**src/rtl/memory_access_if.sv**
```systemverilog
// Data-memory bus between the memory_access stage (master) and data memory (slave).
interface memory_access_if;
   logic        mem_req;
   logic        mem_we;
   logic [31:0] mem_addr;
   logic [31:0] mem_wdata;
   logic [3:0]  mem_wstrb;
   logic        mem_ready;
   logic        mem_rvalid;
   logic [31:0] mem_rdata;

   modport master (
      output mem_req, mem_we, mem_addr, mem_wdata, mem_wstrb,
      input  mem_ready, mem_rvalid, mem_rdata
   );

   modport slave (
      input  mem_req, mem_we, mem_addr, mem_wdata, mem_wstrb,
      output mem_ready, mem_rvalid, mem_rdata
   );
endinterface

```
**src/rtl/memory_access.sv**
```systemverilog
// Memory stage: drives the data-memory handshake, steers store lanes, extends loads,
// and registers write-back and forwarding outputs. Stalls upstream while an access is open.
module memory_access #(
   parameter int unsigned TIMEOUT_CYCLES = 255
) (
   input  logic                   clk,
   input  logic                   reset,
   input  logic [31:0]            result_input,
   input  logic [31:0]            rs2_value_input,
   input  logic [31:0]            pc_input,
   input  logic [1:0]             read_status_input,
   input  logic [1:0]             write_status_input,
   input  logic                   load_signed_input,
   input  logic [4:0]             destination_register_number_input,
   input  logic [1:0]             write_back_type_input,
   memory_access_if.master        mem_bus,
   output logic                   stall,
   output logic [31:0]            pc_output,
   output logic [31:0]            write_back_value,
   output logic [4:0]             destination_register_number_output,
   output logic [1:0]             write_back_type_output,
   output logic [31:0]            value_forward,
   output logic [4:0]             register_forward,
   output logic                   forward_enable,
   output logic                   misaligned,
   output logic                   bus_error
);

   localparam logic [1:0] WB_NORMAL = 2'b01;
   localparam logic [1:0] WB_HICCUP = 2'b11;
   localparam int unsigned TW = $clog2(TIMEOUT_CYCLES + 1);

   typedef enum logic [1:0] {StIdle, StAccess, StWaitData, StComplete} state_e;

   state_e          r_state, w_state_d;
   logic [TW-1:0]   r_timeout, w_timeout_d;

   // Operation latched at the start of an access
   logic [31:0] r_addr, r_rs2, r_pc, r_rdata;
   logic [1:0]  r_size, r_wbt;
   logic        r_is_load, r_signed;
   logic [4:0]  r_rd;

   logic [31:0] r_pc_out, r_wbv, r_val_fwd;
   logic [4:0]  r_rd_out, r_reg_fwd;
   logic [1:0]  r_wbt_out;
   logic        r_fwd_en, r_misaligned, r_bus_error;

   logic        w_latch, w_capture;
   logic [31:0] w_pc_d, w_wbv_d;
   logic [4:0]  w_rd_d;
   logic [1:0]  w_wbt_d;
   logic        w_misaligned_d, w_bus_error_d, w_fwd_en_d;

   logic        w_in_load, w_in_store, w_bubble, w_mem_op, w_in_misaligned;
   logic [1:0]  w_in_size;
   logic        w_timeout_hit, w_in_access;
   logic [7:0]  w_ld_byte;
   logic [15:0] w_ld_half;
   logic [31:0] w_ld_value, w_wdata;
   logic [3:0]  w_wstrb;

   // A load takes precedence when both read and write status are set
   assign w_in_load  = |read_status_input;
   assign w_in_store = (|write_status_input) & ~w_in_load;
   assign w_in_size  = w_in_load ? read_status_input : write_status_input;
   assign w_bubble   = (write_back_type_input == WB_HICCUP);
   assign w_mem_op   = ~w_bubble & (w_in_load | w_in_store);
   assign w_in_misaligned = ((w_in_size == 2'b10) & result_input[0]) |
                            ((w_in_size == 2'b11) & (|result_input[1:0]));

   assign w_timeout_hit = (r_timeout >= TW'(TIMEOUT_CYCLES - 1));

   assign w_ld_byte = r_rdata[{r_addr[1:0], 3'b000} +: 8];
   assign w_ld_half = r_rdata[{r_addr[1], 4'b0000} +: 16];

   always_comb begin
      w_ld_value = r_rdata;
      case (r_size)
         2'b01:   w_ld_value = {{24{r_signed & w_ld_byte[7]}}, w_ld_byte};
         2'b10:   w_ld_value = {{16{r_signed & w_ld_half[15]}}, w_ld_half};
         default: w_ld_value = r_rdata;
      endcase
   end

   always_comb begin
      w_wdata = r_rs2;
      w_wstrb = 4'b1111;
      case (r_size)
         2'b01: begin
            w_wdata = {4{r_rs2[7:0]}};
            w_wstrb = 4'b0001 << r_addr[1:0];
         end
         2'b10: begin
            w_wdata = {2{r_rs2[15:0]}};
            w_wstrb = 4'b0011 << r_addr[1:0];
         end
         default: ;
      endcase
      if (r_is_load) w_wstrb = 4'b0000;
   end

   assign w_in_access       = (r_state == StAccess);
   assign mem_bus.mem_req   = w_in_access;
   assign mem_bus.mem_we    = w_in_access & ~r_is_load;
   assign mem_bus.mem_addr  = w_in_access ? {r_addr[31:2], 2'b00} : 32'h0;
   assign mem_bus.mem_wdata = w_in_access ? w_wdata : 32'h0;
   assign mem_bus.mem_wstrb = w_in_access ? w_wstrb : 4'b0000;

   always_comb begin
      w_state_d      = r_state;
      w_timeout_d    = r_timeout;
      w_latch        = 1'b0;
      w_capture      = 1'b0;
      w_pc_d         = r_pc_out;
      w_wbv_d        = r_wbv;
      w_rd_d         = r_rd_out;
      w_wbt_d        = r_wbt_out;
      w_misaligned_d = 1'b0;
      w_bus_error_d  = 1'b0;
      unique case (r_state)
         StIdle: begin
            w_timeout_d = '0;
            if (w_mem_op && w_in_misaligned) begin
               w_wbt_d        = WB_HICCUP;
               w_misaligned_d = 1'b1;
            end else if (w_mem_op) begin
               w_latch   = 1'b1;
               w_wbt_d   = WB_HICCUP;
               w_state_d = StAccess;
            end else begin
               w_pc_d  = pc_input;
               w_wbv_d = result_input;
               w_rd_d  = destination_register_number_input;
               w_wbt_d = write_back_type_input;
            end
         end
         StAccess: begin
            w_timeout_d = r_timeout + TW'(1);
            if (mem_bus.mem_ready) begin
               if (!r_is_load) begin
                  w_state_d = StComplete;
               end else if (mem_bus.mem_rvalid) begin
                  w_capture = 1'b1;
                  w_state_d = StComplete;
               end else begin
                  w_state_d = StWaitData;
               end
            end else if (w_timeout_hit) begin
               w_timeout_d   = '0;
               w_bus_error_d = 1'b1;
               w_wbt_d       = WB_HICCUP;
               w_state_d     = StIdle;
            end
         end
         StWaitData: begin
            w_timeout_d = r_timeout + TW'(1);
            if (mem_bus.mem_rvalid) begin
               w_capture = 1'b1;
               w_state_d = StComplete;
            end else if (w_timeout_hit) begin
               w_timeout_d   = '0;
               w_bus_error_d = 1'b1;
               w_wbt_d       = WB_HICCUP;
               w_state_d     = StIdle;
            end
         end
         StComplete: begin
            w_timeout_d = '0;
            w_state_d   = StIdle;
            w_pc_d      = r_pc;
            w_rd_d      = r_rd;
            w_wbt_d     = r_wbt;
            w_wbv_d     = r_is_load ? w_ld_value : r_addr;
         end
         default: w_state_d = StIdle;
      endcase
      w_fwd_en_d = (w_wbt_d == WB_NORMAL) && (w_rd_d != 5'd0);
   end

   always_ff @(posedge clk or posedge reset) begin
      if (reset) begin
         r_state   <= StIdle;
         r_timeout <= '0;
      end else begin
         r_state   <= w_state_d;
         r_timeout <= w_timeout_d;
      end
   end

   always_ff @(posedge clk or posedge reset) begin
      if (reset) begin
         r_addr       <= '0;
         r_rs2        <= '0;
         r_pc         <= '0;
         r_rdata      <= '0;
         r_size       <= '0;
         r_wbt        <= '0;
         r_is_load    <= 1'b0;
         r_signed     <= 1'b0;
         r_rd         <= '0;
         r_pc_out     <= '0;
         r_wbv        <= '0;
         r_val_fwd    <= '0;
         r_rd_out     <= '0;
         r_reg_fwd    <= '0;
         r_wbt_out    <= WB_HICCUP;
         r_fwd_en     <= 1'b0;
         r_misaligned <= 1'b0;
         r_bus_error  <= 1'b0;
      end else begin
         if (w_latch) begin
            r_addr    <= result_input;
            r_rs2     <= rs2_value_input;
            r_pc      <= pc_input;
            r_size    <= w_in_size;
            r_wbt     <= write_back_type_input;
            r_is_load <= w_in_load;
            r_signed  <= load_signed_input;
            r_rd      <= destination_register_number_input;
         end
         if (w_capture) r_rdata <= mem_bus.mem_rdata;
         r_pc_out     <= w_pc_d;
         r_wbv        <= w_wbv_d;
         r_val_fwd    <= w_wbv_d;
         r_rd_out     <= w_rd_d;
         r_reg_fwd    <= w_rd_d;
         r_wbt_out    <= w_wbt_d;
         r_fwd_en     <= w_fwd_en_d;
         r_misaligned <= w_misaligned_d;
         r_bus_error  <= w_bus_error_d;
      end
   end

   assign stall                              = (r_state != StIdle);
   assign pc_output                          = r_pc_out;
   assign write_back_value                   = r_wbv;
   assign destination_register_number_output = r_rd_out;
   assign write_back_type_output             = r_wbt_out;
   assign value_forward                      = r_val_fwd;
   assign register_forward                   = r_reg_fwd;
   assign forward_enable                     = r_fwd_en;
   assign misaligned                         = r_misaligned;
   assign bus_error                          = r_bus_error;

endmodule

```
**src/flat_wrapper.sv**
```systemverilog
// flat-port wrapper written by rule: the top's interface ports become plain ports
module memory_access_flat 
#(
   parameter int unsigned TIMEOUT_CYCLES = 255
)
  (clk, reset, result_input, rs2_value_input, pc_input, read_status_input, write_status_input, load_signed_input, destination_register_number_input, write_back_type_input, stall, pc_output, write_back_value, destination_register_number_output, write_back_type_output, value_forward, register_forward, forward_enable, misaligned, bus_error, mem_bus_mem_req, mem_bus_mem_we, mem_bus_mem_addr, mem_bus_mem_wdata, mem_bus_mem_wstrb, mem_bus_mem_ready, mem_bus_mem_rvalid, mem_bus_mem_rdata);
  memory_access_if mem_bus_i ();
  input  logic clk;
  input  logic reset;
  input  logic [31:0] result_input;
  input  logic [31:0] rs2_value_input;
  input  logic [31:0] pc_input;
  input  logic [1:0] read_status_input;
  input  logic [1:0] write_status_input;
  input  logic load_signed_input;
  input  logic [4:0] destination_register_number_input;
  input  logic [1:0] write_back_type_input;
  output logic stall;
  output logic [31:0] pc_output;
  output logic [31:0] write_back_value;
  output logic [4:0] destination_register_number_output;
  output logic [1:0] write_back_type_output;
  output logic [31:0] value_forward;
  output logic [4:0] register_forward;
  output logic forward_enable;
  output logic misaligned;
  output logic bus_error;
  output wire logic [$bits(mem_bus_i.mem_req)-1:0] mem_bus_mem_req;
  output wire logic [$bits(mem_bus_i.mem_we)-1:0] mem_bus_mem_we;
  output wire logic [$bits(mem_bus_i.mem_addr)-1:0] mem_bus_mem_addr;
  output wire logic [$bits(mem_bus_i.mem_wdata)-1:0] mem_bus_mem_wdata;
  output wire logic [$bits(mem_bus_i.mem_wstrb)-1:0] mem_bus_mem_wstrb;
  input wire logic [$bits(mem_bus_i.mem_ready)-1:0] mem_bus_mem_ready;
  input wire logic [$bits(mem_bus_i.mem_rvalid)-1:0] mem_bus_mem_rvalid;
  input wire logic [$bits(mem_bus_i.mem_rdata)-1:0] mem_bus_mem_rdata;
  assign mem_bus_mem_req = mem_bus_i.mem_req;
  assign mem_bus_mem_we = mem_bus_i.mem_we;
  assign mem_bus_mem_addr = mem_bus_i.mem_addr;
  assign mem_bus_mem_wdata = mem_bus_i.mem_wdata;
  assign mem_bus_mem_wstrb = mem_bus_i.mem_wstrb;
  assign mem_bus_i.mem_ready = mem_bus_mem_ready;
  assign mem_bus_i.mem_rvalid = mem_bus_mem_rvalid;
  assign mem_bus_i.mem_rdata = mem_bus_mem_rdata;
  memory_access #(.TIMEOUT_CYCLES(TIMEOUT_CYCLES)) u_core (.clk(clk), .reset(reset), .result_input(result_input), .rs2_value_input(rs2_value_input), .pc_input(pc_input), .read_status_input(read_status_input), .write_status_input(write_status_input), .load_signed_input(load_signed_input), .destination_register_number_input(destination_register_number_input), .write_back_type_input(write_back_type_input), .mem_bus(mem_bus_i), .stall(stall), .pc_output(pc_output), .write_back_value(write_back_value), .destination_register_number_output(destination_register_number_output), .write_back_type_output(write_back_type_output), .value_forward(value_forward), .register_forward(register_forward), .forward_enable(forward_enable), .misaligned(misaligned), .bus_error(bus_error));
endmodule
```
**config.mk**
```make
export PLATFORM = sky130hd
export DESIGN_NAME = memory_access_flat
export DESIGN_NICKNAME = d
export VERILOG_FILES = /design/src/rtl/memory_access_if.sv /design/src/rtl/memory_access.sv /design/src/flat_wrapper.sv
export SDC_FILE = /design/constraint.sdc
export NUM_CORES = 1
export LEC_CHECK = 0
export ABC_CLOCK_PERIOD_IN_PS = 9100
export BUFFER_PORTS_ARGS = -buffer_cell sky130_fd_sc_hd__buf_2
export CORE_AREA = 5 5 211 172
export DETAILED_ROUTE_END_ITERATION = 8
export DIE_AREA = 0 0 216 177
export HOLD_SLACK_MARGIN = 0.06
export PLACE_DENSITY_LB_ADDON = 0.08
export SYNTH_ARGS = -nofsm -noshare
export SYNTH_HDL_FRONTEND = slang
export SYNTH_SLANG_ARGS = --single-unit
```
**constraint.sdc**
```tcl
create_clock -name clk -period 9.1 [get_ports clk]
set_input_delay 0.91 -clock clk [delete_from_list [all_inputs] [get_ports clk]]
set_output_delay 0.91 -clock clk [all_outputs]
set_load 0.02 [all_outputs]
```
-- Yosys cells after proc, flatten, opt, wreduce, memory -nomap -nowiden
Cells that the tools add are included.
- output and inout port bits: 182
- bits of input ports: 144
- word-level logic and storage cells: 109
- register bits after elaboration: 223
- muxes and demuxes: 49
- reductions and logical operators: 12
- shift operators: 4
- add/sub/neg operators: 1
- equal/unequal tests: 12
- $lt $le $gt $ge: 1
- bitwise logic cells: 12
- operators with widths (operator ; number):
    $pmux 32 s2 ; 4
    $mux 32 ; 7
    $shiftx 32x6->16 ; 1
    $shiftx 32x6->8 ; 1
    $mux 2 ; 12
    $mux 8 ; 3
    $pmux 8 s3 ; 1
    $pmux 2 s4 ; 2
    $eq 2x2->1 const B ; 6
    $mux 1 ; 12
    $mux 5 ; 2
    $pmux 5 s2 ; 1
    $add 8x1->8 const B ; 1
    $ge 8x8->1 const B ; 1
    $mux 4 ; 2
    $pmux 4 s2 ; 1
    $reduce_or 2->1 ; 4
    $and 1x1->1 ; 7
    $eq 2x1->1 const B ; 3
    $reduce_bool 5->1 ; 1
    $ne 2x2->1 const B ; 2
    $pmux 1 s2 ; 2
    $reduce_bool 2->1 ; 2
    $shl 1x2->4 const A ; 1
    8 further kinds ; 12

-- Longest topological paths before layout
- word-level depth: 10
- depth in mapped cells: 11
- mapped depth without buffers: 8

-- Least setup slack after synthesis
No wires, ideal clock.
- path kind: input to register
- from: in read_status_input[1]
- to: reg u_core.r_addr[0]
- path buffers: 3
- path slack: 6435 ps
- cell stages on the path: 8
- data arrival time: 2537 ps
- data required time: 8973 ps
- setup time: 127 ps
- cell sequence: or4_4 > and2_4 > buf_6 > nand2_4 > or2_4 > buf_12 > buf_6 > mux2_1
- word-level cells in the longest chain between the ends: 8
- elaborated cells on any way between the ends: 15
- classes of those cells: 2 x eq/ne; 4 x mux; 7 x bitwise; 2 x reduce/logical
- ends and longest elaborated chain (item ; RTL line ; source):
    from (decl) ; flat_wrapper.sv:13 ; input logic [1:0] read_status_input;
    $reduce_or 2->1 ; memory_access.sv:64 ; assign w_in_load = |read_status_input;
    $mux 2 or $not 1->1 (tied branches) ; memory_access.sv:66, memory_access.sv:65 ;
    $eq 2x2->1, or another cell as far along ; memory_access.sv:69 ; assign w_in_misaligned = ((w_in_size == 2'b10) & result_input[0]) |
    $and 1x1->1, or another cell as far along ; memory_access.sv:69 ;
    $or 1x1->1 or $and 1x1->1 (tied branches) ; memory_access.sv:69, memory_access.sv:68 ;
    $logic_and 1x1->1 or $mux 1 (tied branches) ; memory_access.sv:124, memory_access.sv:127 ;
    $mux 1 * ; memory_access.sv:124 ; if (w_mem_op && w_in_misaligned) begin
    $mux 1 * ; memory_access.sv:121 ; unique case (r_state)
    to (signal assigned) ; memory_access.sv:213 ; r_addr <= result_input;
    to (decl) ; memory_access.sv:39 ; logic [31:0] r_addr, r_rs2, r_pc, r_rdata;
Mark *: on every way between the ends. The rest lies on a longest branch, timed or not.
A chain may end at the register's enable or synchronous reset.

-- Final worst setup path
- from: reg u_core.r_size[0]
- to: out mem_bus_mem_wdata[10]
- word-level cells in the longest chain between the ends: 3
- elaborated cells on any way between the ends: 4
- classes of those cells: 2 x eq/ne; 2 x mux
- ends and longest elaborated chain (item ; RTL line ; source):
    from (decl) ; memory_access.sv:40 ; logic [1:0] r_size, r_wbt;
    from (signal assigned) ; memory_access.sv:216 ; r_size <= w_in_size;
    $eq 2x2->1 or $eq 2x1->1 (tied branches) ; memory_access.sv:89 ; case (r_size)
    $pmux 32 s2 * ; memory_access.sv:89 ;
    $mux 32 * ; memory_access.sv:107 ; assign mem_bus.mem_wdata = w_in_access ? w_wdata : 32'h0;
    to (decl) ; flat_wrapper.sv:31 ; output wire logic [$bits(mem_bus_i.mem_wdata)-1:0] mem_bus_mem_wdata;
Marked as above.

==> flow_summary.toml <==
[outcome]
status = "completed"

[synth]
yosys.area.top_type_share_pct = 47.3
yosysTopAreaCell = "dfrtp_1"
synth_async_sr_flop_share_pct = 100
synth-seq-cells = 223
syn_avg_cell_area_um2 = 11.3
yosys-top-cells-area = "dfrtp_1 (47%), mux2_4 (12%), o21ai_0 (4.2%)"
synth_edf_count = 0
yosys_warnings = 0
synth_ff_type = "dfrtp_1"
seq_area_frac_synth_pct = 47.8
synth_cells = 1036
syn_area_um2 = 11700
yosysUniqueCellTypes = 65

[power]
cellInternalPower_uw = 3340
p_sw_uw = 2620
p_comb_share_pct = 50.0
vdd_drop_max_uv = 184
p_sw_share_pct = 43.9
sequentialPowerShare_pct = 32.2
power.leakage_uw = 0.00681
pwr-share-clk_pct = 17.8
power_uw = 5960
p_per_area_nw_per_um2 = 423

[cells_and_area]
antennaDiodeCount = 0
drive_above_1_share_pct = 40.0
syn2layout_area_growth_pct = 20.6
nets = 1441

[critical_path]
setup.worst_path.end = "mem_bus_mem_wdata[10]"
crit_chain = "inv_1 -> ha_1 -> buf_4 -> clkinv_1 -> nand2_1 -> a22oi_1 -> nor2b_1 -> buf_2"
cp_max_fo = 46
r2r_end = "u_core.write_back_value[31]"
crit_buf_inv = 4
r2r_setup_slack_ns = 5.48
max_stage_delay_ns = 0.65
cp.arrival_ns = 3.38
endpoint_kind = "output pin"
crit_start = "u_core.r_size[0]"
cpMaxStageDelayCell = "clkinv_1"
cp.required_ns = 8.19
crit_cells = 8
r2r_cells = 8
crit_family = "buffers and inverters"
worstReg2RegStart = "u_core.r_size[0]"
start_kind = "flip-flop"
critical_path_class = "reg -> out"

[route]
num_vias = 8728
routedWlPerCell_um = 20.9
dr.pass1.iters = 5
antenna_left = 0
routed_via_density = 4.99
wl_um = 36500
drc = 0
drtIter0Drc = 471

[sta]
fin_ws_ns = 4.81
finClkSkew_ns = 0.0187
min_period_ns = 4.29
setup_viol = 0
finalHoldViolations = 0
fin_setup_tns_ns = 0
rsz0062_at_grt = "no"
finalCritPeriodShare_pct = 47.1
fmax_mhz = 233
report.final.slew_viol_count = 0
slew_headroom_pct = 14.5
worst_pin_slew_ns = 1.28

[clocking]
root_buffer = "clkbuf_16"
cts-resized-gates = 0
htree_levels = 1
cts_made_buffers = 27
clk_latency_ns = 0.53
cts_setup_buffers = 0
hold_buffers = 0
clk_pin_slew_ns = 0.06
cts_tree = "built"
cts_sinks = 223
clock_path_buffers = 3

[die]
die_x_um = 216
design.die.area_um2 = 38200
io_pins = 326
rows = 61
core_um2 = 34100
die_h_um = 177
start_util_pct = 34.2

[placed_design]
port_buffers = 323
place_congestion = 0.780
dp_slack_ns = 5.16
post-dp-hpwl_um = 25500

[worst_hold_path]
min-delay-path-class = "reg -> reg"

[global_route]
grt-ovfl-total = 0
grt_max_degree = 90
grt_pass1_wl_um = 55800
gr-usage-met3_pct = 3.85
antenna_found_initial = 4
grtUsageTotal_pct = 18.5
grt_pass1_vias = 8938
grt_busiest_layer = "met2"
use_met2_pct = 29.0
grtUsageMet1_pct = 27.3

[job]
drv_cap = 0
## power groups by stage
stage | registers [uW] | logic (uW) | clock network [uW]
CTS | 1930 | 3030 | 1090
detailed placement | 1930 | 3020 | 0
finish | 1920 | 2980 | 1060
floorplan | 1950 | 2150 | 0
global placement | 1940 | 3000 | 0
global route | 1990 | 3250 | 1140
## layer usage
layer	wire, um	up-vias
met5	34	-
met2	16400	239
met4	416	4
li1	-	4163
met3	2070	36
met1	17600	4286
## tightest hold or removal path, stage by stage (launching register included)
cell and delay (ns):
dfrtp_1 0.34, nand2_1 0.04, o21ai_0 0.06
## sequential cells by signal, summed over array words and instances (netlist names), 5 cells and up
name and flops:
u_core.r_rs2 32, u_core.r_rdata 32, u_core.r_pc 32, u_core.r_rd 5, u_core.r_timeout 8, u_core.r_addr 32
u_core.destination_register_number_output 5, u_core.write_back_value 32, u_core.pc_output 32
## cells by family after synthesis
kind of cell / after synthesis / share of synthesized area, %
adder cells (fa/ha/maj): 8 / 0.857
AO/OA/AOI/OAI: 249 / 14.3
XOR/XNOR: 6 / 0.450
multiplexers: 170 / 19.0
AND/OR/NAND/NOR: 241 / 10.2
flip-flops: 223 / 47.8
buffers and inverters: 138 / 7.44
other: 1 / 0.0321
## worst min-delay path by stage
| stage | slack [ns] | depth (start not counted) | startpoint | to |
|---|---|---|---|---|
| CTS | 0.48 | 2 | u_core.pc_output[7] | u_core.pc_output[7] |
| floorplan | 0.47 | 1 | u_core.r_addr[2] | u_core.r_addr[2] |
| global placement | 0.46 | 2 | u_core.pc_output[7] | u_core.pc_output[7] |
| detailed placement | 0.47 | 2 | u_core.pc_output[7] | u_core.pc_output[7] |
| finish | 0.47 | 2 | u_core.pc_output[5] | u_core.pc_output[5] |
| global route | 0.49 | 2 | u_core.pc_output[24] | u_core.pc_output[24] |
## cell usage in the layout (no fill, tap or decap), drive strengths merged, types with 25 or more instances in the layout
| master | n |
|---|---|
| nor2 | 45 |
| dfrtp | 221 |
| clkbuf | 45 |
| a21oi | 29 |
| and2 | 42 |
| mux2 | 130 |
| mux2i | 39 |
| buf | 336 |
| nor2b | 25 |
| o21ai | 112 |
| nand2 | 93 |
| a221o | 27 |
## synthesized netlist by cell type (10+ instances only)
| cell type | count |
|---|---|
| dfrtp_1 | 221 |
| o21ai_0 | 99 |
| nand2_1 | 92 |
| mux2_4 | 90 |
| nor2_1 | 45 |
| clkbuf_1 | 44 |
| buf_4 | 43 |
| and2_1 | 41 |
| mux2i_1 | 39 |
| mux2_2 | 37 |
| a21oi_1 | 29 |
| nor2b_1 | 25 |
| a221o_1 | 24 |
| inv_1 | 24 |
| a31oi_1 | 18 |
| o21ai_1 | 12 |
| buf_12 | 10 |
| buf_2 | 10 |
| nand3_1 | 10 |
| nor3b_1 | 10 |
## per-stage QoR
stage          utilization [%]  hold slack, ns  instances  cell area, um^2
6_report                  41.3           0.474       1750            14100
5_1_grt                   41.3           0.493       1750            14100
4_1_cts                   41.3           0.482       1750            14100
3_5_place_dp              38.7           0.468       1701            13200
3_3_place_gp              38.7           0.461       1701            13200
2_1_floorplan                -           0.473       1037            11700
## layout make-up
cell class	count	area, um^2
Clock buffer	45	823
Clock inverter	4	48.8
Fill cell	3360	20000
Inverter	25	101
Multi-Input combinational cell	676	5260
Sequential cell	223	5580
Tap cell	441	552
Timing Repair Buffer	336	1710
Power figures use the tool's default switching activity.
